[config.mk]
export PLATFORM = sky130hd
export DESIGN_NAME = dds_voice_bank
export DESIGN_NICKNAME = d
export VERILOG_FILES = /design/src/rtl/dds_voice_bank.sv
export SDC_FILE = /design/constraint.sdc
export NUM_CORES = 1
export LEC_CHECK = 0
export CELL_PAD_IN_SITES_DETAIL_PLACEMENT = 0
export CELL_PAD_IN_SITES_GLOBAL_PLACEMENT = 1
export CORE_MARGIN = 3
export CORE_UTILIZATION = 44
export DETAILED_ROUTE_END_ITERATION = 7
export PLACE_DENSITY_LB_ADDON = 0.1
export SETUP_SLACK_MARGIN = 0.02
export SLEW_MARGIN = 20
export SYNTH_ARGS = -nofsm -noshare
export SYNTH_HDL_FRONTEND = slang
export SYNTH_SLANG_ARGS = --single-unit
[constraint.sdc]
create_clock -name clk -period 6.79 [get_ports clk]
set_input_delay 1.0185 -clock clk [delete_from_list [all_inputs] [get_ports clk]]
set_output_delay 1.0185 -clock clk [all_outputs]
set_load 0.02 [all_outputs]
[src/rtl/dds_voice_bank.sv]
// dds_voice_bank: time-multiplexed bank of DDS voices (saw/square/triangle) summed into one sample.
// Latency: a sample_tick in cycle T gives sample_valid in cycle T+NUM_VOICES+1; one voice is processed per cycle.
// Backpressure: cfg_ready is high only while idle, and config writes stall otherwise; ticks during a frame are dropped and flagged on overrun.
//
// Optional feature: define DDS_VOICE_BANK_HARD_SYNC_EN to enable hard sync.
// With hard sync, control bit3 on voice k>=1 resets that voice's phase to zero
// when voice k-1 wrapped earlier in the same frame.
//
// Ports:
//   clk, rst_n            - clock and asynchronous active-low reset
//   sample_tick           - strobe that starts a frame (dropped if a frame is running)
//   cfg_valid/cfg_ready   - config write handshake; cfg_ready is high only in IDLE
//   cfg_voice/reg/data    - write target: reg 0 tune, 1 control, 2 pulse width, 3 phase preset
//   sample_out            - unsigned mix of all voices, WAVE_W+3 bits
//   sample_valid          - one-cycle strobe marking a new sample_out
//   voice_wrap            - per-voice accumulator carry flags from the last frame
//   overrun               - one-cycle pulse after a dropped sample_tick
module dds_voice_bank #(
  parameter int NUM_VOICES = 4,
  parameter int ACC_W      = 16,
  parameter int TUNE_W     = 16,
  parameter int WAVE_W     = 12
) (
  input  logic                  clk,
  input  logic                  rst_n,
  input  logic                  sample_tick,
  input  logic                  cfg_valid,
  output logic                  cfg_ready,
  input  logic [2:0]            cfg_voice,
  input  logic [1:0]            cfg_reg,
  input  logic [TUNE_W-1:0]     cfg_data,
  output logic [WAVE_W+2:0]     sample_out,
  output logic                  sample_valid,
  output logic [NUM_VOICES-1:0] voice_wrap,
  output logic                  overrun
);

  localparam int SUM_W = WAVE_W + 3;
  localparam int IDX_W = (NUM_VOICES > 1) ? $clog2(NUM_VOICES) : 1;
`ifdef DDS_VOICE_BANK_HARD_SYNC_EN
  localparam int CTRL_W = 4;
`else
  localparam int CTRL_W = 3;
`endif

  typedef enum logic [1:0] {IDLE, RUN, DONE} state_t;

  state_t state;
  logic [IDX_W-1:0]      vidx;
  logic [ACC_W-1:0]      acc  [NUM_VOICES];
  logic [TUNE_W-1:0]     tune [NUM_VOICES];
  logic [CTRL_W-1:0]     ctrl [NUM_VOICES];
  logic [WAVE_W-1:0]     pw   [NUM_VOICES];
  logic [SUM_W-1:0]      mix_acc;
  logic [NUM_VOICES-1:0] wrap_acc;
`ifdef DDS_VOICE_BANK_HARD_SYNC_EN
  logic                  prev_wrap;  // wrap of the voice processed in the previous RUN cycle
`endif

  // Per-voice datapath for the voice currently selected by vidx
  logic [ACC_W-1:0]      cur_acc;
  logic [TUNE_W-1:0]     cur_tune;
  logic [CTRL_W-1:0]     cur_ctrl;
  logic [WAVE_W-1:0]     cur_pw;
  logic [ACC_W:0]        sum_ext;
  logic [ACC_W-1:0]      next_acc;
  logic                  cur_wrap;
  logic [WAVE_W-1:0]     p;
  logic [WAVE_W-1:0]     tri_v;
  logic [WAVE_W-1:0]     value;
  logic [SUM_W-1:0]      mix_next;
  logic [NUM_VOICES-1:0] wrap_next;
  logic                  last_voice;

  always_comb begin
    cur_acc  = '0;
    cur_tune = '0;
    cur_ctrl = '0;
    cur_pw   = '0;
    for (int i = 0; i < NUM_VOICES; i++) begin
      if (vidx == IDX_W'(i)) begin
        cur_acc  = acc[i];
        cur_tune = tune[i];
        cur_ctrl = ctrl[i];
        cur_pw   = pw[i];
      end
    end

    sum_ext = {1'b0, cur_acc} + {1'b0, ACC_W'(cur_tune)};

    if (!cur_ctrl[0]) begin
      next_acc = cur_acc;
      cur_wrap = 1'b0;
    end else begin
      next_acc = sum_ext[ACC_W-1:0];
      cur_wrap = sum_ext[ACC_W];
`ifdef DDS_VOICE_BANK_HARD_SYNC_EN
      // Hard sync: the follower restarts at phase 0 instead of advancing
      if (cur_ctrl[3] && (vidx != '0) && prev_wrap) begin
        next_acc = '0;
        cur_wrap = 1'b0;
      end
`endif
    end

    p     = next_acc[ACC_W-1 -: WAVE_W];
    tri_v = {p[WAVE_W-2:0], 1'b0};

    value = '0;
    if (cur_ctrl[0]) begin
      case (cur_ctrl[2:1])
        2'd0:    value = p;
        2'd1:    value = (p < cur_pw) ? '1 : '0;
        2'd2:    value = p[WAVE_W-1] ? ~tri_v : tri_v;
        default: value = '0;
      endcase
    end

    mix_next  = mix_acc + SUM_W'(value);
    wrap_next = wrap_acc;
    for (int i = 0; i < NUM_VOICES; i++) begin
      if (vidx == IDX_W'(i)) wrap_next[i] = cur_wrap;
    end

    last_voice = (vidx == IDX_W'(NUM_VOICES - 1));
  end

  always_ff @(posedge clk or negedge rst_n) begin
    if (!rst_n) begin
      state        <= IDLE;
      vidx         <= '0;
      mix_acc      <= '0;
      wrap_acc     <= '0;
      sample_out   <= '0;
      voice_wrap   <= '0;
      sample_valid <= 1'b0;
      overrun      <= 1'b0;
      cfg_ready    <= 1'b1;
`ifdef DDS_VOICE_BANK_HARD_SYNC_EN
      prev_wrap    <= 1'b0;
`endif
      for (int i = 0; i < NUM_VOICES; i++) begin
        acc[i]  <= '0;
        tune[i] <= '0;
        ctrl[i] <= '0;
        pw[i]   <= {1'b1, {(WAVE_W-1){1'b0}}};
      end
    end else begin
      overrun <= sample_tick && (state != IDLE);

      // Config writes only land in IDLE, so they never collide with the RUN
      // update of acc. Out-of-range voice indices match no entry and vanish.
      if (cfg_valid && cfg_ready) begin
        for (int i = 0; i < NUM_VOICES; i++) begin
          if (cfg_voice == 3'(i)) begin
            case (cfg_reg)
              2'd0:    tune[i] <= cfg_data;
              2'd1:    ctrl[i] <= cfg_data[CTRL_W-1:0];
              2'd2:    pw[i]   <= cfg_data[WAVE_W-1:0];
              default: acc[i]  <= ACC_W'(cfg_data) << (ACC_W - TUNE_W);
            endcase
          end
        end
      end

      case (state)
        IDLE: begin
          sample_valid <= 1'b0;
          if (sample_tick) begin
            state     <= RUN;
            cfg_ready <= 1'b0;
            vidx      <= '0;
            mix_acc   <= '0;
            wrap_acc  <= '0;
`ifdef DDS_VOICE_BANK_HARD_SYNC_EN
            prev_wrap <= 1'b0;
`endif
          end
        end
        RUN: begin
          for (int i = 0; i < NUM_VOICES; i++) begin
            if (vidx == IDX_W'(i)) acc[i] <= next_acc;
          end
          mix_acc  <= mix_next;
          wrap_acc <= wrap_next;
`ifdef DDS_VOICE_BANK_HARD_SYNC_EN
          prev_wrap <= cur_wrap;
`endif
          if (last_voice) begin
            state        <= DONE;
            sample_out   <= mix_next;
            voice_wrap   <= wrap_next;
            sample_valid <= 1'b1;
          end else begin
            vidx <= vidx + 1'b1;
          end
        end
        DONE: begin
          state        <= IDLE;
          sample_valid <= 1'b0;
          cfg_ready    <= 1'b1;
        end
        default: begin
          state     <= IDLE;
          cfg_ready <= 1'b1;
        end
      endcase
    end
  end

endmodule

# == After elaboration in Yosys (flattened, before gate mapping) ==
# Index checks and enable logic that the tools add are counted.
# word_totals
n_memories,0
latchBits,0
regBits,233
in_bits,25
output_inout_bits,22
elab_cells,130
romBits,0
ram_bits,0
# op_classes
n_addsub,3
mul,0
shifts,0
bitwise,2
n_div,0
n_eq_ne,15
mux,54
order_cmp,1
reduce_logical,30
# op_table
cell,count
16-bit 2-to-1 mux,21
64-bit 2-to-1 mux,2
12-bit 2-to-1 mux,7
3-bit AND reduction,13
12-bit case mux with 3 select lines,1
15-bit case mux with 2 select lines,1
16-bit by 16-bit adder with 17-bit output,1
15-bit by 12-bit adder with 15-bit output,1
15-bit 2-to-1 mux,1
12-bit less-than comparator,1
3-bit 2-to-1 mux,4
12-bit inverter,1
"2-bit equality test, second input constant",5
2-bit AND reduction,5
"2-bit by 1-bit equality test with 1-bit output, second input constant",4
2-bit logical NOT,4
2-bit 2-to-1 mux,4
2-bit case mux with 2 select lines,2
4-bit case mux with 2 select lines,1
1-bit 2-to-1 mux,7
"3-bit by 2-bit equality test with 1-bit output, second input constant",2
"2-bit inequality test, second input constant",3
2-bit nonzero test,3
4-bit 2-to-1 mux,1
8 further kinds,10

# == Longest topological paths before layout ==
# Gate-level depths: netlist (run 1).
# depth
ltp_word,13
mapped_depth,42
ltp_nobuf,38

# == Worst setup path before layout (run 1) ==
# No wires, ideal clock.
# synth_path
path_kind,reg2reg
startpoint,reg vidx[0]
endpoint,reg sample_out[10]
path_buffers,7
setup_ps,125
slack_ps,-717
t_required_ps,6665
path_stages_with_launch,38
synth_period_minus_slack_ps,7507
arrival_ps,7382
path_cell_list,dfrtp_1 -> inv_1 -> ha_1 -> buf_2 -> clkbuf_1 -> buf_2 -> buf_1 -> clkbuf_1 -> clkbuf_1 -> a21oi_1 -> o21ai_0 -> ha_1 -> a21o_1 -> o32ai_1 -> a211oi_2 -> or4_2 -> a31oi_1 -> inv_1 -> [2 not listed] -> a21o_1 -> a211oi_1 -> o2111ai_1 -> nor2_1 -> buf_2 -> o21ai_0 -> a21oi_1 -> ha_1 -> inv_1 -> fa_1 -> nor2b_1 -> o21ai_0 -> a21oi_1 -> o221ai_1 -> nand2_1 -> nor2_1 -> xnor2_1 -> mux2_2
# synth_between
elab_chain_len,12
word_cells_on_any_way,33
classes_between,add/sub (2); order compare (1); eq/ne (5); mux (21); bitwise (1); reduce/logical (3)
# synth_lines
item,line,source
"start, declared",49,logic [IDX_W-1:0] vidx;
"start signal, assigned",195,vidx <= vidx + 1'b1;
2-bit logical NOT,81,if (vidx == IDX_W'(i)) begin
16-bit 2-to-1 mux (4 in a row),81,
16-bit by 16-bit adder with 17-bit output,89,"sum_ext = {1'b0, cur_acc} + {1'b0, ACC_W'(cur_tune)};"
16-bit 2-to-1 mux,91,if (!cur_ctrl[0]) begin
12-bit less-than comparator / 12-bit inverter (equally long branches),"113, 114",
"12-bit 2-to-1 mux, on equally long branches","113, 114",
12-bit case mux with 3 select lines,111,case (cur_ctrl[2:1])
12-bit 2-to-1 mux,110,if (cur_ctrl[0]) begin
15-bit by 12-bit adder with 15-bit output,119,mix_next = mix_acc + SUM_W'(value);
"end signal, assigned",191,sample_out <= mix_next;
"end, declared",32,"output logic [WAVE_W+2:0] sample_out,"
# Parallel ways exist; a longest one is shown, timed or not.
# A chain may end at the register's enable or synchronous reset.

# == Final worst setup path (run 1) ==
# layout_path
startpoint,reg vidx[0]
endpoint,reg mix_acc[13]
# layout_between
elab_chain_len,13
word_cells_on_any_way,33
classes_between,add/sub (2); order compare (1); eq/ne (5); mux (22); bitwise (1); reduce/logical (2)
# layout_lines
item,line,source
2-bit logical NOT,81,
16-bit 2-to-1 mux (4 in a row),81,
16-bit by 16-bit adder with 17-bit output,89,
16-bit 2-to-1 mux,91,
12-bit less-than comparator / 12-bit inverter (equally long branches),"113, 114",
"12-bit 2-to-1 mux, on equally long branches","113, 114",
12-bit case mux with 3 select lines,111,
12-bit 2-to-1 mux (*),110,
15-bit by 12-bit adder with 15-bit output (*),119,
15-bit case mux with 2 select lines (*),166,case (state)
"end signal, assigned",184,mix_acc <= mix_next;
"end, declared",54,logic [SUM_W-1:0] mix_acc;
# Mark *: on every way between the ends. The rest lies on a longest branch, timed or not.

==> results of run 1 <==
-- power breakdown --
part | total, W | switching, W | internal [W]
Clock | 0.00143 | 0.000581 | 0.000853
Combinational | 0.00450 | 0.00249 | 0.00201
Sequential | 0.00198 | 0.000213 | 0.00177
Total | 0.00792 | 0.00329 | 0.00463
-- Yosys cell counts, types with 5 or more instances --
cell type | instances | area (sq um)
mux2_2 | 165 | 1860
a21o_1 | 18 | 135
nand2_1 | 167 | 627
ha_1 | 43 | 538
clkbuf_1 | 61 | 229
dfstp_2 | 5 | 131
or3_1 | 6 | 37.5
nand2b_1 | 7 | 43.8
nand3_1 | 6 | 30.0
mux2i_1 | 34 | 340
nand3b_1 | 15 | 113
o21ai_0 | 107 | 536
nor2_1 | 136 | 510
nand4_1 | 5 | 31.3
buf_1 | 14 | 52.6
o21a_1 | 7 | 52.6
xor2_1 | 7 | 61.3
dfrtp_1 | 227 | 5680
a22o_1 | 11 | 96.3
buf_2 | 17 | 85.1
inv_1 | 20 | 75.1
a31oi_1 | 5 | 31.3
a21oi_1 | 162 | 811
o22ai_1 | 11 | 68.8
nor2b_1 | 14 | 87.6
nor3_1 | 12 | 60.1
xnor2_1 | 20 | 175
-- worst max-delay path by stage --
stage | startpoint | end | slack (ps) | cells after the start
2_1_floorplan | vidx[0] | sample_out[10] | 30 | 37
3_3_place_gp | vidx[1] | sample_out[13] | -210 | 33
3_5_place_dp | vidx[1] | sample_out[13] | -260 | 33
4_1_cts | vidx[0] | sample_out[13] | 40 | 38
5_1_grt | vidx[0] | mix_acc[13] | -360 | 38
6_report | vidx[0] | mix_acc[13] | -10 | 37
-- area by class of cell --
type                       instances  area [sq um]  area share [%]
sequential                       232          5810            35.2
timing repair buffer             216          1880            11.4
inverter                          20          75.1           0.455
tap                              384           480            2.91
clock inverter                     2          37.5           0.228
clock buffer                      45           823            4.99
multi-input combinational       1019          7390            44.8
-- cells by family after synthesis --
logic type | after synthesis | synth area share, %
AND/OR/NAND/NOR | 386 | 12.8
AO/OA/AOI/OAI | 361 | 16.0
flip-flops | 232 | 44.5
multiplexers | 200 | 16.9
buffers and inverters | 114 | 3.55
adder cells (fa/ha/maj) | 45 | 4.42
XOR/XNOR | 27 | 1.81
-- per-stage QoR --
step | hold WS (ps) | setup slack [ps]
2_1_floorplan | 456 | 25.5
3_3_place_gp | 457 | -206
3_5_place_dp | 463 | -259
4_1_cts | 478 | 40.1
5_1_grt | 507 | -362
6_report | 478 | -10.5
-- per-layer routing --
layer / vias up / track usage [%]
met5: - / 0
met3: 57 / 2.36
met1: 5274 / 35.8
li1: 5102 / -
met2: 230 / 40.5
met4: 0 / 5.71
-- what timing repair did --
item                                    CTS  global route
endpoints found under the hold margin     0             0
cloned                                    0             2
resized for setup                        21           117
buffers inserted                          6            36
endpoints found under the setup margin   15            20
pin swaps                                 8            72
-- state kept, by name, summed over array words and instances (netlist names) --
register,flops
overrun,1
sample_out,15
mix_acc,15
pw,48
cfg_ready,1
acc,64
state,2
vidx,2
voice_wrap,4
tune,64
ctrl,12
sample_valid,1
wrap_acc,3
-- critical path, delay by kind of cell (launching register included) --
| kind | cells | cell delay, ps |
|---|---|---|
| buf+inv | 11 | 1670 |
| fa+ha+maj | 4 | 920 |
| flops | 1 | 410 |
| compound gates | 15 | 2350 |
| simple gates | 7 | 1380 |
==> impl_metrics.py, run 1 <==
metrics = {
    "floorplanning": {
        "io_pins": 47,
        "die_area_sq_mm": 0.0318,
        "start_util_pct": 45.0,
        "core-area_sq_mm": 0.0290,
        "die_w_um": 178,
        "die_h_um": 178,
        "rows": 62,
    },
    "sta": {
        "clock_skew_ps": 11.6,
        "layout_setup_ws_ps": -10.5,
        "fmax_mhz": 147,
        "slew_headroom_pct": 34.1,
        "fin_crit_ps": 6800,
        "fin_crit_sh_pct": 100,
        "setup_viol": 1,
        "worst_pin_slew_ps": 986,
        "rsz0062_at_grt": "yes",
        "slew_violations": 0,
        "final.setup.tns_ps": -10.5,
        "hold_viol_final": 0,
    },
    "clock_network": {
        "cts_buffer_depth": 3,
        "cts_tree": "yes",
        "cts_root_buffer": "clkbuf_16",
        "h-tree-depth": 1,
        "postCtsHoldBufs": 0,
        "clkLatencyLatePin_ps": 540,
        "cts-buffers-inserted": 26,
        "cts.sinks": 232,
        "cts.clk_slew.worst_paths_ps": 60,
    },
    "logic_synthesis": {
        "synth-seq-cells": 232,
        "synth_top_flop_cell": "dfrtp_1",
        "synth_edf_count": 0,
        "netlist_area_sq_mm": 0.0131,
        "async_reset_ff_share_pct": 100,
        "synth_nets": 1435,
        "yosys.cell_types.count": 62,
        "synthCells": 1365,
        "synth_warnings": 0,
        "ys_seq_area_share_pct": 44.5,
        "avgSynthCellArea_sq_um": 9.57,
    },
    "layout": {
        "antenna_cells": 0,
        "drive_gt1_share_pct": 31.9,
        "syn2layout_area_growth_pct": 26.3,
        "stdcell_area_sq_mm": 0.0165,
        "fin_util_pct": 56.9,
        "final_cell_mix": "dfrtp_1, nand2_1, mux2_2",
        "fillers": 2550,
        "nNetsFinal": 1585,
        "layout_commonest_cell": "dfrtp_1",
        "fin_cells": 1918,
    },
    "worst_setup_path": {
        "max_stage_delay_ps": 410,
        "worstPathArrival_ps": 7270,
        "cpMaxStageDelayCell": "dfrtp_1",
        "end_kind": "register",
        "r2r_cells": 37,
        "path_max_fanout": 12,
        "r2r_end": "mix_acc[13]",
        "timing.rr.start": "vidx[0]",
        "cpMostUsedCell": "buf_4",
        "cp.required_ps": 7260,
        "critical_path_class": "reg2reg",
        "rrSetupSlack_ps": -10,
        "cp-start-kind": "register",
    },
    "worst_hold_path": {
        "hold_depth": 2,
        "hold_end": "sample_out[0]",
        "hp-start": "sample_out[0]",
        "worstHoldPathType": "reg2reg",
    },
    "drt": {
        "via_per_inst": 5.56,
        "drc": 0,
        "routed.top_layer": "met4",
        "first_pass_iters": 5,
        "post_drt_wl_per_cell_um": 21.1,
        "wl_met3_um": 1530,
        "vias": 10700,
        "wl_met1_um": 18800,
        "wl_um": 40400,
        "drtAntennaViolNets": 0,
        "routed-wl-met2_um": 19100,
        "drtIter0Drc": 740,
    },
    "run_status": {
        "status": "finished, violations left",
        "violations": "setup timing",
    },
    "placement": {
        "port_buffers": 46,
        "placed_area_sq_mm": 0.0147,
        "place.gp.congestion": 0.879,
        "dp_cells": 1829,
        "hpwl_um": 26200,
    },
    "grt": {
        "grt_max_degree": 133,
        "antenna_found_initial": 0,
        "grt_pass1_vias": 10400,
        "grt_pass1_wl_um": 61400,
        "grt_usage_pct": 24.8,
        "grt-ovfl-total": 0,
    },
    "power_and_ir_drop": {
        "powerDensity_mw_per_mm2": 480,
        "p_leak_nw": 7.60,
        "power_w": 0.00792,
        "ir_drop_v": 0.000250,
    },
    "run": {
        "cap_viol_max_count": 0,
    },
}
Note: power is estimated with default switching activity, not from simulation.
==> inputs of run 2 (changes only) <==
Settings changed: CORE_UTILIZATION 44 to 50.
Clock period 6.79 ns to 8.5 ns, I/O delays scaled along.
==> run 2 against run 1 <==
Effect of this change:
- the flow now finishes without violations
- setup slack better by 810 ps
- flip-flop and latch count unchanged
- total power fell by 32%
- global-route usage up 0.51 points
- count of clock-buffer cells in the layout down 2
- utilization grew 1.2 points
- largest power group unchanged
==> impl_metrics.py, run 2 (synthesized netlist as in run 1, its figures left out) <==
metrics = {
    "power_and_ir_drop": {
        "ir_drop_v": 0.000274,
        "powerDensity_mw_per_mm2": 368,
        "power_w": 0.00542,
        "p_leak_nw": 6.81,
    },
    "drt": {
        "vias": 10100,
        "via_per_inst": 5.85,
        "first_pass_iters": 5,
        "drc": 0,
        "routed-wl-met2_um": 16700,
        "drtIter0Drc": 765,
        "wl_met3_um": 1710,
        "post_drt_wl_per_cell_um": 20.7,
        "drtAntennaViolNets": 0,
        "wl_met1_um": 16700,
        "routed.top_layer": "met4",
        "wl_um": 35800,
    },
    "run": {
        "cap_viol_max_count": 0,
    },
    "layout": {
        "antenna_cells": 0,
        "regArea_sq_mm": 0.00581,
        "fin_cells": 1725,
        "fillers": 2301,
        "final_cell_mix": "dfrtp_1, nand2_1, mux2_2",
        "layout_commonest_cell": "dfrtp_1",
        "multi_input_area_sq_mm": 0.00685,
        "stdcell_area_sq_mm": 0.0147,
        "nNetsFinal": 1444,
        "drive_gt1_share_pct": 19.1,
        "syn2layout_area_growth_pct": 12.8,
        "reg_top3": "acc (64), tune (64), pw (48)",
    },
    "worst_setup_path": {
        "critical_path_class": "reg2reg",
        "cpMostUsedCell": "o21ai_0",
        "cp-start-kind": "register",
        "cp.required_ps": 8900,
        "max_stage_delay_ps": 460,
        "cpMaxStageDelayCell": "dfrtp_1",
        "worstPathArrival_ps": 8100,
        "r2r_cells": 39,
        "end_kind": "register",
        "path_max_fanout": 10,
    },
    "grt": {
        "grt_pass1_wl_um": 57000,
        "grt_pass1_vias": 9977,
        "antenna_found_initial": 1,
        "grt_usage_pct": 25.3,
        "grt-ovfl-total": 0,
        "grt_max_degree": 93,
    },
    "worst_hold_path": {
        "hold_depth": 2,
        "worstHoldPathType": "reg2reg",
    },
    "sta": {
        "worst_pin_slew_ps": 1070,
        "setup_viol": 0,
        "fmax_mhz": 130,
        "rsz0062_at_grt": "no",
        "final.setup.tns_ps": 0,
        "fin_crit_ps": 7700,
        "layout_setup_ws_ps": 796,
        "hold_viol_final": 0,
        "slew_violations": 0,
        "clock_skew_ps": 12.1,
        "fin_crit_sh_pct": 90.6,
        "slew_headroom_pct": 28.2,
    },
    "floorplanning": {
        "die_w_um": 168,
        "die_area_sq_mm": 0.0281,
        "die_h_um": 168,
        "core-area_sq_mm": 0.0254,
        "io_pins": 47,
        "start_util_pct": 51.4,
        "rows": 58,
    },
    "clock_network": {
        "cts.sinks": 232,
        "h-tree-depth": 1,
        "cts-buffers-inserted": 27,
        "clkLatencyLatePin_ps": 540,
        "cts.clk_slew.worst_paths_ps": 50,
        "cts_buffer_depth": 3,
        "cts_tree": "yes",
        "postCtsHoldBufs": 0,
        "cts_root_buffer": "clkbuf_16",
    },
    "placement": {
        "placed_area_sq_mm": 0.0138,
        "dp_cells": 1674,
        "place_ws_ps": 713,
        "port_buffers": 46,
        "hpwl_um": 23300,
        "place.gp.congestion": 0.904,
    },
    "run_status": {
        "status": "finished clean",
    },
}
[run 2: cell types whose count changed in the layout (fill, tap and decap cells not counted), sizes merged]
cell      delta
clkinvlp     -1
clkbuf       -4
inv          +1
clkinv       +5
buf        -140
[run 2: power breakdown]
group / total [W] / internal, W / switching (W)
Combinational: 0.00269 / 0.00104 / 0.00166
Clock: 0.00115 / 0.000685 / 0.000460
Sequential: 0.00158 / 0.00142 / 0.000166
[run 2: worst max-delay path, delay by kind of cell, from the launching register on]
kind	cells	cell delay, ps
AO/OA/AOI/OAI	15	2580
XOR/XNOR	2	420
adder cells (fa/ha/maj)	6	1940
buffers and inverters	5	530
flip-flops	1	460
AND/OR/NAND/NOR	11	1600
[run 2: metrics by stage]
stage	utilization, %	hold slack, ps
floorplan	-	456
CTS	57.9	480
detailed placement	54.4	465
global placement	54.4	461
global route	58.0	511
finish	58.0	477
[run 2: cell type report]
class	instances	share of cell area [%]
Multi-Input combinational cell	1019	46.5
Sequential cell	232	39.4
Clock buffer	43	5.53
Timing Repair Buffer	74	4.78
Tap cell	330	2.80
Inverter	20	0.509
Clock inverter	7	0.458
[run 2: worst paths after layout]
kind                                from             end  slack, ps
setup / recovery                 vidx[0]  sample_out[14]        800
hold / removal             sample_out[3]   sample_out[3]        480
setup reg to reg                 vidx[0]  sample_out[14]        800
hold reg to reg            sample_out[3]   sample_out[3]        480
max in group asynchronous          rst_n        tune[32]       6240
min in group asynchronous          rst_n          pw[46]        740
[run 2: repair_timing]
| action | 4_1_cts | 5_1_grt |
|---|---|---|
| endpoints found under the setup margin | 0 | 7 |
| resized for setup | 0 | 4 |
| setup buffers | 0 | 1 |
[run 2: layer usage]
layer	up-vias	GRT usage [%]
met2	238	41.8
li1	4822	-
met3	37	2.90
met1	4990	36.5
met4	0	5.23
met5	-	0
==> RTL edit (flow settings as in run 2) <==
The output `overrun` loses its register stage (`overrun` becomes a continuous assignment). Comments in the files are not updated.
--- a/src/rtl/dds_voice_bank.sv
+++ b/src/rtl/dds_voice_bank.sv
@@ -136,3 +136,2 @@
       sample_valid <= 1'b0;
-      overrun      <= 1'b0;
       cfg_ready    <= 1'b1;
@@ -148,3 +147,2 @@
     end else begin
-      overrun <= sample_tick && (state != IDLE);
 
@@ -210,2 +208,4 @@
 
+  assign overrun = sample_tick && (state != IDLE);
+
 endmodule
Check against the original RTL: not equivalent (a bounded check fails within 4 cycles, from zero or initial values and one cycle with rst_n low).
==> RTL edit against run 2 <==
Wire length rose by 3.9%; setup slack improved by 0.015 ns; utilization rose by 0.26 points; global-route usage rose by 0.98 points; sequential cell count fell by 1; synthesized area fell by 0.19%; total power rose by 1.4%; cell area rose by 0.45%; sequential share of layout area fell by 0.35 points; clock power rose by 5%; largest cell class unchanged.
==> RTL edit: results (changes against run 2) <==
[outcome]
status = finished clean

[place]
dp_cells = 1677  ; +0.18%
post-place-ws_ns = 0.665  ; -0.0488 ns
gp_congestion = 0.940  ; +4.0%
dpl.hpwl_um = 24400  ; +4.6%
placed_cell_area_um2 = 13800  ; +0.12%

[drt]
drt_iter0_drc = 707  ; -7.6%
viasPerCell = 5.92  ; +1.2%
wl_per_cell_um = 21.5  ; +3.9%
first_pass_iters = 5  ; unchanged
wl_um = 37200  ; +3.9%

[cells_and_area]
drive_gt1_share_pct = 19.3  ; +0.22 points

[critical_path]
critPathMaxStageDelay_ns = 0.57  ; +0.11 ns
worstPathArrival_ns = 8.07  ; -0.03 ns
regToRegSetupSlack_ns = 0.81
path_max_fanout = 18  ; +8
slowest_stage = or4_2
path_delay_family = compound AO/OA/AOI/OAI gates

[clock_network]
cts_inserted_buffers = 26  ; -3.7%
root_buffer = clkbuf_16
clock_tree.buffer_depth = 3  ; unchanged
clk_latency_ns = 0.53
path_clk_slew_ns = 0.06

[grt]
grtUsageTotal_pct = 26.3  ; +0.98 points
grt_max_degree = 126  ; +35%
grt_pass1_vias = 10049  ; +0.72%
grt_pass1_wl_um = 58700  ; +2.9%

[synth]
yosysSeqAreaShare_pct = 44.4  ; -0.11 points
ys_top_cells_by_area = dfrtp_1 43%, mux2_2 14%, a21oi_1 6.2%, nand2_1 4.8%, ha_1 4.1%
yosysUniqueCellTypes = 62  ; unchanged
synth_commonest_cells = 226 x dfrtp_1, 167 x nand2_1, 165 x mux2_2
synth_cells = 1364  ; -0.073%

[sta]
fin_worst_skew_ns = 0.00952  ; -0.00256 ns
holdWs_ns = 0.478  ; +0.00144 ns
relSlewSlack_pct = 25.9  ; -2.3 points

[power_and_ir_drop]
p_leak_nw = 6.83  ; +0.25%
irDropWorstVdd_uv = 198  ; -28%

==> RTL edit: cell count changes after synthesis, sizes merged <==
cell / run 2 / this run
dfrtp: 227 / 226
==> RTL edit: power breakdown <==
group / internal [mW] / switching, mW
registers: 1.41 / 0.166
logic: 1.05 / 1.66
clock network: 0.750 / 0.463
==> RTL edit: worst paths after layout <==
kind,start,depth (start not counted),end
max in group asynchronous,rst_n,2,tune[44]$_DFFE_PN0P_
worst max register to register,vidx[0]$_DFFE_PN0P_,33,sample_out[13]$_DFFE_PN0P_
worst min register to register,sample_out[4]$_DFFE_PN0P_,2,sample_out[4]$_DFFE_PN0P_
worst min-delay path,sample_out[4]$_DFFE_PN0P_,2,sample_out[4]$_DFFE_PN0P_
worst max-delay path,vidx[0]$_DFFE_PN0P_,33,sample_out[13]$_DFFE_PN0P_
min in group asynchronous,rst_n,1,pw[34]$_DFFE_PN0P_
==> RTL edit: per-layer routing <==
| metal | global-route usage [%] | up-vias | wire length [um] |
|---|---|---|---|
| met5 | 0 | - | 0 |
| met4 | 8.00 | 0 | 1410 |
| met3 | 2.64 | 69 | 1460 |
| met2 | 43.0 | 248 | 17200 |
| met1 | 37.4 | 5071 | 17100 |
| li1 | - | 4822 | - |
==> RTL edit: final cells by class <==
type | instances | area (um^2)
inverter | 20 | 75.1
clock buffer | 33 | 718
multi-input combinational | 1019 | 6850
fill | 2263 | 10600
clock inverter | 14 | 211
timing repair buffer | 78 | 754
sequential | 231 | 5790
tap | 330 | 413
==> RTL edit: logic make-up after synthesis <==
family / count (synthesis) / share of synthesized area (%)
and+or+nand+nor: 386 / 12.8
AOI/OAI and AO/OA: 361 / 16.1
DFF: 231 / 44.4
muxes: 200 / 17.0
buffers and inverters: 114 / 3.56
adders and majority gates: 45 / 4.43
xor gates and xnor gates: 27 / 1.81
